**src/rtl/serial_adder_ctrl_if.sv**
```systemverilog
// Handshake bundle for the bit-serial adder controller:
// operand input channel, result output channel, flush and busy status.
interface serial_adder_ctrl_if #(
  parameter int WIDTH = 8
);
  logic             in_valid;
  logic             in_ready;
  logic [WIDTH-1:0] a;
  logic [WIDTH-1:0] b;
  logic             cin;
  logic             flush;
  logic             out_valid;
  logic             out_ready;
  logic [WIDTH-1:0] sum;
  logic             carry_out;
  logic             busy;

  modport master (
    output in_valid,
    output a,
    output b,
    output cin,
    output flush,
    output out_ready,
    input  in_ready,
    input  out_valid,
    input  sum,
    input  carry_out,
    input  busy
  );

  modport slave (
    input  in_valid,
    input  a,
    input  b,
    input  cin,
    input  flush,
    input  out_ready,
    output in_ready,
    output out_valid,
    output sum,
    output carry_out,
    output busy
  );
endinterface

```
**src/rtl/serial_adder_ctrl.sv**
```systemverilog
// Bit-serial adder: one sum bit per clock through a single full-add cell,
// wrapped in an IDLE/RUN/DONE valid-ready controller with flush.
module serial_adder_ctrl #(
  parameter int WIDTH = 8
) (
  input logic            clk,
  input logic            rst_n,
  serial_adder_ctrl_if.slave bus
);

  localparam int CW = (WIDTH > 1) ? $clog2(WIDTH) : 1;
  localparam logic [CW-1:0] LAST = CW'(WIDTH - 1);

  typedef enum logic [1:0] {
    IDLE = 2'd0,
    RUN  = 2'd1,
    DONE = 2'd2
  } state_t;

  state_t           state;
  logic [WIDTH-1:0] a_sh;
  logic [WIDTH-1:0] b_sh;
  logic             carry;
  logic [CW-1:0]    cnt;
  logic [WIDTH-1:0] sum_r;
  logic             cout_r;
  logic             in_ready_r;
  logic             out_valid_r;
  logic             busy_r;

  // Full-add cell as two half-add stages.
  logic ha1_s;
  logic ha1_c;
  logic ha2_c;
  logic bit_s;
  logic c_next;

  always_comb begin
    ha1_s  = a_sh[0] ^ b_sh[0];
    ha1_c  = a_sh[0] & b_sh[0];
    bit_s  = ha1_s ^ carry;
    ha2_c  = ha1_s & carry;
    c_next = ha1_c | ha2_c;
  end

  always_ff @(posedge clk) begin
    if (!rst_n) begin
      state       <= IDLE;
      a_sh        <= '0;
      b_sh        <= '0;
      carry       <= 1'b0;
      cnt         <= '0;
      sum_r       <= '0;
      cout_r      <= 1'b0;
      in_ready_r  <= 1'b1;
      out_valid_r <= 1'b0;
      busy_r      <= 1'b0;
    end else if (bus.flush) begin
      state       <= IDLE;
      carry       <= 1'b0;
      cnt         <= '0;
      sum_r       <= '0;
      cout_r      <= 1'b0;
      in_ready_r  <= 1'b1;
      out_valid_r <= 1'b0;
      busy_r      <= 1'b0;
    end else begin
      unique case (state)
        IDLE: begin
          if (bus.in_valid) begin
            a_sh       <= bus.a;
            b_sh       <= bus.b;
            carry      <= bus.cin;
            cnt        <= '0;
            sum_r      <= '0;
            cout_r     <= 1'b0;
            state      <= RUN;
            in_ready_r <= 1'b0;
            busy_r     <= 1'b1;
          end
        end
        RUN: begin
          sum_r[cnt] <= bit_s;
          carry      <= c_next;
          a_sh       <= a_sh >> 1;
          b_sh       <= b_sh >> 1;
          // Counter parks on LAST so it cannot wrap.
          if (cnt == LAST) begin
            cout_r      <= c_next;
            state       <= DONE;
            out_valid_r <= 1'b1;
          end else begin
            cnt <= cnt + CW'(1);
          end
        end
        DONE: begin
          if (bus.out_ready) begin
            state       <= IDLE;
            out_valid_r <= 1'b0;
            in_ready_r  <= 1'b1;
            busy_r      <= 1'b0;
          end
        end
        default: begin
          state       <= IDLE;
          in_ready_r  <= 1'b1;
          out_valid_r <= 1'b0;
          busy_r      <= 1'b0;
        end
      endcase
    end
  end

  assign bus.in_ready  = in_ready_r;
  assign bus.out_valid = out_valid_r;
  assign bus.busy      = busy_r;
  assign bus.sum       = sum_r;
  assign bus.carry_out = cout_r;

endmodule

```
**src/flat_wrapper.sv**
```systemverilog
// flat-port wrapper written by rule: the top's interface ports become plain ports
module serial_adder_ctrl_flat 
#(
  parameter int WIDTH = 8
)
  (clk, rst_n, bus_in_valid, bus_a, bus_b, bus_cin, bus_flush, bus_out_ready, bus_in_ready, bus_out_valid, bus_sum, bus_carry_out, bus_busy);
  serial_adder_ctrl_if #(.WIDTH(WIDTH)) bus_i ();
  input logic clk;
  input logic rst_n;
  input wire logic [$bits(bus_i.in_valid)-1:0] bus_in_valid;
  input wire logic [$bits(bus_i.a)-1:0] bus_a;
  input wire logic [$bits(bus_i.b)-1:0] bus_b;
  input wire logic [$bits(bus_i.cin)-1:0] bus_cin;
  input wire logic [$bits(bus_i.flush)-1:0] bus_flush;
  input wire logic [$bits(bus_i.out_ready)-1:0] bus_out_ready;
  output wire logic [$bits(bus_i.in_ready)-1:0] bus_in_ready;
  output wire logic [$bits(bus_i.out_valid)-1:0] bus_out_valid;
  output wire logic [$bits(bus_i.sum)-1:0] bus_sum;
  output wire logic [$bits(bus_i.carry_out)-1:0] bus_carry_out;
  output wire logic [$bits(bus_i.busy)-1:0] bus_busy;
  assign bus_i.in_valid = bus_in_valid;
  assign bus_i.a = bus_a;
  assign bus_i.b = bus_b;
  assign bus_i.cin = bus_cin;
  assign bus_i.flush = bus_flush;
  assign bus_i.out_ready = bus_out_ready;
  assign bus_in_ready = bus_i.in_ready;
  assign bus_out_valid = bus_i.out_valid;
  assign bus_sum = bus_i.sum;
  assign bus_carry_out = bus_i.carry_out;
  assign bus_busy = bus_i.busy;
  serial_adder_ctrl #(.WIDTH(WIDTH)) u_core (.clk(clk), .rst_n(rst_n), .bus(bus_i));
endmodule
```
**config.mk**
```make
export PLATFORM = sky130hd
export DESIGN_NAME = serial_adder_ctrl_flat
export DESIGN_NICKNAME = d
export VERILOG_FILES = /design/src/rtl/serial_adder_ctrl_if.sv /design/src/rtl/serial_adder_ctrl.sv /design/src/flat_wrapper.sv
export SDC_FILE = /design/constraint.sdc
export NUM_CORES = 1
export LEC_CHECK = 0
export CAP_MARGIN = 20
export CORE_UTILIZATION = 35
export CTS_CLUSTER_SIZE = 12
export DETAILED_ROUTE_END_ITERATION = 8
export GPL_TIMING_DRIVEN = 0
export SLEW_MARGIN = 20
export SYNTH_ARGS = -nofsm -noshare
export SYNTH_HDL_FRONTEND = slang
export SYNTH_SLANG_ARGS = --single-unit
```
**constraint.sdc**
```tcl
create_clock -name clk -period 1.95 [get_ports clk]
set_input_delay 0.4875 -clock clk [delete_from_list [all_inputs] [get_ports clk]]
set_output_delay 0.4875 -clock clk [all_outputs]
set_load 0.02 [all_outputs]
```
## Word level (Yosys, flattened, before mapping)

Cells that the tools add are included.

| cells by class | value |
|---|---|
| equal/unequal tests | 7 |
| bitwise gates (word level) | 9 |
| add/sub/neg operators | 1 |
| reduce and logical (&&, ||, !) cells | 11 |
| $lt $le $gt $ge | 2 |
| mux-type cells | 28 |

Operator list:

| cell | number |
|---|---|
| 8-bit one-hot mux with 2 select lines | 3 |
| 8-bit 2-to-1 mux | 3 |
| 3-bit AND reduction | 6 |
| 1-bit one-hot mux with 3 select lines | 3 |
| 8-bit bitwise mux | 1 |
| 1-bit 2-to-1 mux | 8 |
| 2-bit 2-to-1 mux | 3 |
| 3-bit 2-to-1 mux | 2 |
| 2-bit != test, second input constant | 3 |
| 2-bit one-hot mux with 3 select lines | 1 |
| 3-bit one-hot mux with 2 select lines | 1 |
| 3-bit by 4-bit less-than comparator with 1-bit output, second input constant | 1 |
| 1-bit NOT | 4 |
| 1-bit one-hot mux with 2 select lines | 2 |
| 3-bit by 1-bit adder with 3-bit output, second input constant | 1 |
| 1-bit demux with 3-bit select | 1 |
| 3-bit == test, second input constant | 1 |
| 3-bit by 1-bit >= comparator with 1-bit output, second input constant | 1 |
| 1-bit AND | 2 |
| 2-bit by 1-bit == test with 1-bit output, second input constant | 1 |
| 2-bit == test, second input constant | 1 |
| 2-bit zero test | 1 |
| 2-bit by 1-bit != test with 1-bit output, second input constant | 1 |
| 2-bit AND reduction | 1 |
| other kinds (5) | 6 |

| word-level totals | value |
|---|---|
| bits of input ports | 22 |
| word-level logic and storage cells | 68 |
| register bits | 34 |
| output and inout port bits | 12 |

## Longest topological paths before layout

| depth | value |
|---|---|
| depth after elaboration | 6 |
| depth in mapped cells | 6 |
| gate-level depth less buffers | 5 |

## Worst setup path after synthesis

Ideal clock, no wire load.

| timing | value |
|---|---|
| path kind | register -> register |
| start | register u_core.carry |
| end | register u_core.sum_r[7], in the netlist u_core.bus.sum[7] |
| setup time | 0.087 ns |
| stages on the path, launching flop included | 6 |
| period minus slack after synthesis | 1.394 ns |
| required time | 1.863 ns |
| buffers on the path | 1 |
| arrival time | 1.307 ns |
| slack | 0.556 ns |
| cell sequence | dfxtp_1 inv_1 fa_1 nand2b_1 clkbuf_1 o31ai_1 |

| between the ends | value |
|---|---|
| cells in the longest elaborated chain, start to end | 3 |

Ends and longest elaborated chain:

| what | RTL line | RTL |
|---|---|---|
| start: declaration | serial_adder_ctrl.sv:23 | `logic carry;` |
| start signal: assignment | serial_adder_ctrl.sv:73 | `carry <= bus.cin;` |
| start signal: assignment | serial_adder_ctrl.sv:84 | `carry <= c_next;` |
| 1-bit bitwise XOR | serial_adder_ctrl.sv:41 | `bit_s = ha1_s ^ carry;` |
| 8-bit bitwise mux | serial_adder_ctrl.sv:83 | `sum_r[cnt] <= bit_s;` |
| 8-bit one-hot mux with 2 select lines | serial_adder_ctrl.sv:68 | `unique case (state)` |
| end signal: indexed assignment | serial_adder_ctrl.sv:83 |  |
| end: declaration | serial_adder_ctrl.sv:25 | `logic [WIDTH-1:0] sum_r;` |

Every way passes these cells.
A chain may end at the register's enable or synchronous reset.

## Final worst setup path

| timing | value |
|---|---|
| start | input bus_in_valid |
| end | register u_core.b_sh[5] |

| between the ends | value |
|---|---|
| cells in the longest elaborated chain, start to end | 2 |

Ends and longest elaborated chain:

| what | RTL line | RTL |
|---|---|---|
| start: declaration | flat_wrapper.sv:10 | `input wire logic [$bits(bus_i.in_valid)-1:0] bus_in_valid;` |
| 2-bit != test (no source line) | -- |  |
| 3-bit AND reduction (no source line) | -- |  |
| end signal: assignment | serial_adder_ctrl.sv:72 | `b_sh <= bus.b;` |
| end signal: assignment | serial_adder_ctrl.sv:86 | `b_sh <= b_sh >> 1;` |
| end: declaration | serial_adder_ctrl.sv:22 | `logic [WIDTH-1:0] b_sh;` |

Every way passes these cells.

==> run metrics <==
outcome complete, no violations; CTS tree done; endpoints failing setup 0; final net count 250; vias in the first global route 1332; Setup Buffers After CTS 0; fraction of layout cells with a size suffix above 1 8.000%; total grt overflow 0; Total Power 0.001419 W; Setup crit end kind flip-flop; fmax 540.5 MHz; hold_buf cts 0; area grow syn2layout 28.34%; total area of sequential cells 680.7 µm²; CTS sink count 34; clk_skew 1.580 ps; Root Buffer clkbuf_8; Tot GR Track Use 16.10%; Skew-Pair Late Insertion Delay 290 ps; Pre-Repair DR Iteration Count 4; max-capacitance violation count 0; FF-to-FF setup slack 380 ps; CTS buffer count 5; peak supply drop 0.2586 mV; RSZ-0062 raised after global routing no; Compound-Gate Fraction of Synth Area 19.81%; cell area power density 639.1 mW/mm²; Synth Flop Type dfxtp_1; Worst-Margin Slew 466.9 ps; number of diodes 0; Synth Area in Adders 2.603%; setup TNS 0 ps; Vias 1431; IO Port Bufs 33; FP Rows 25; CTS max path bufs 2; worst-path fanout max 10; Die Width 72.32 µm; maximum number of pins on one net before global-route repair 11; Post-synth EDFFs 0; synthesized area per cell 9.354 µm²; Yosys cell types 41; die footprint 0.005229 mm²; Routed WL per cell 12.84 µm; initial core utilization 36.39%; # DRC 0; Worst path max stage delay 510 ps; Top delay family on crit path buffers and inverters; worst setup path class primary input to flip-flop; vias per cell 4.901; Worst Path Arrival 2070 ps; Final Cycle Share 94.87%; mapped cell area 0.001730 mm²; Setup crit start kind primary input; largest area contributor in the netlist dfxtp_1; Seq cells post-synth 34; GP Congestion 0.7411; total wire length 3.750 mm; multiplexer area fraction after synthesis 12.87%; Min-Delay Path Class flip-flop to flip-flop; critical path cell sequence clkdlybuf4s50_1 -> o21bai_2 -> buf_2 -> buf_2 -> o21ai_0 -> a21boi_1; multi-input logic area 935.9 µm²; core area 0.004755 mm²; final hold viol count 0; Post-Synth XOR/XNOR Area 0%; most frequent CP cell buf_2; DP HPWL 2.653 mm; Syn Nets 210; min cycle time layout 1850 ps; top cell type's share of synthesized area 39.33%; Area contributors post-synth dfxtp_1 39%, mux2i_1 12%, a21boi_1 6.1%, o21ai_0 4.9%, or3_1 4.3%; Setup WS post-layout 99.95 ps; Lkg Pwr 0.7646 nW; synth cell count leaders 34 x dfxtp_1, 20 x mux2i_1, 17 x o21ai_0, 14 x a21boi_1, 12 x or3_1; clock slew at reported path FFs 70 ps; CP Data Required Time 2170 ps; Post-Syn Instances 185; Ys Warns 0; antenna violations before repair 0; Antenna Nets Post-Route 0; Async SR Flop Fraction 0%; Layout fillers 509; Die Ht 72.32 µm; pre-CTS WS -188.8 ps; Max Slew Vio Count 0; placed cells 285; top-count cell post-synth dfxtp_1; largest family of logic cells by synthesized area compound AO/OA/AOI/OAI gates; sequential area share after synthesis 39.33%; final cell count without fillers 292; Simple-Gate Fraction of Synth Area 18.80%; H-tree Lvls 2; Slew Limit Headroom 68.88%; post-cts resize count 0; slowest stage cell on the critical path clkdlybuf4s50_1; WP buf/inv 3; DRT iter0 DRCs 55; first-pass GRT wire length 6.403 mm; I/O Pins 34
## final timing paths
| check | start | end | cells past startpoint |
|---|---|---|---|
| worst max-delay path | bus_in_valid | u_core.b_sh[5]$_SDFFE_PN0P_ | 6 |
| worst min-delay path | u_core.bus.sum[4]$_SDFFE_PP0P_ | u_core.bus.sum[4]$_SDFFE_PP0P_ | 2 |
| worst max register to register | u_core.carry$_SDFFE_PP0P_ | u_core.bus.sum[5]$_SDFFE_PP0P_ | 5 |
| worst min register to register | u_core.bus.sum[4]$_SDFFE_PP0P_ | u_core.bus.sum[4]$_SDFFE_PP0P_ | 2 |
## per-layer routing
layer | GRT usage (%) | share of wire [%] | wire, µm | vias to the layer above
met2 | 22.85 | 42 | 1584 | 25
met3 | 5.417 | 3.5 | 132 | 7
li1 | - | - | - | 748
met5 | 0 | 0 | 0 | -
met4 | 5.882 | 1.7 | 65 | 0
met1 | 22.58 | 52 | 1966 | 651
## worst min-delay path, cell delays in order, from the launching register on
cell	delay, ps
dfxtp_1	310
nand3_1	60
mux2i_1	50
## placed cells by master, fill, tap and decap left out, drive strengths merged, types with 2 or more instances in the layout
master / netlist / layout
clkdlybuf4s50: 0 / 33
clkbuf: 10 / 17
o21bai: 2 / 2
a21boi: 14 / 14
nor2: 4 / 4
nor3b: 3 / 3
nor3: 3 / 3
o311a: 2 / 2
nand3: 8 / 8
a32oi: 2 / 2
ha: 2 / 2
nand2: 8 / 8
nand4b: 2 / 2
dfxtp: 34 / 34
o21ai: 17 / 17
nand2b: 4 / 4
or3: 12 / 12
nand3b: 4 / 4
mux2: 2 / 2
mux2i: 20 / 20
a21oi: 6 / 6
a31oi: 2 / 2
inv: 4 / 4
buf: 8 / 8
## power breakdown
part | switching (W) | total [W] | internal (W)
Clock | 0.000246 | 0.000491 | 0.000246
Combinational | 0.0000949 | 0.000199 | 0.000104
Sequential | 0.0000110 | 0.000729 | 0.000718
Total | 0.000351 | 0.00142 | 0.00107
## final cells by class
| cell class | count | share of cell area, % |
|---|---|---|
| Timing Repair Buffer | 33 | 14.87 |
| Multi-Input combinational cell | 129 | 42.14 |
| Clock buffer | 7 | 3.437 |
| Tap cell | 67 | 3.775 |
| Buffer | 18 | 4.451 |
| Inverter | 4 | 0.6761 |
| Sequential cell | 34 | 30.65 |
## registers in the layout (all words and copies together), names as in the netlist
signal and flops:
u_core.cnt 3, u_core.b_sh 8, u_core.carry 1, u_core.a_sh 8, u_core.bus.out_valid 1, u_core.bus.busy 1
u_core.bus.in_ready 1, u_core.state 2, u_core.bus.sum 8, u_core.bus.carry_out 1
## cells by family (layout without fill, tap and decap cells)
| family | after synthesis | count (layout) |
|---|---|---|
| DFF | 34 | 34 |
| AOI/OAI and AO/OA | 51 | 51 |
| and+or+nand+nor | 53 | 53 |
| adders and majority gates | 3 | 3 |
| muxes | 22 | 22 |
| buffers and inverters | 22 | 62 |
## metrics by stage
stage               cell area (µm²)  util (%)  hold slack, ps
global route                   2221     46.71           485.5
floorplan                      1730         -           445.9
finish                         2221     46.71           467.1
CTS                            2221     46.71           470.2
global placement               2145     45.11           455.7
detailed placement             2145     45.11           460.9
Power figures use the tool's default switching activity.
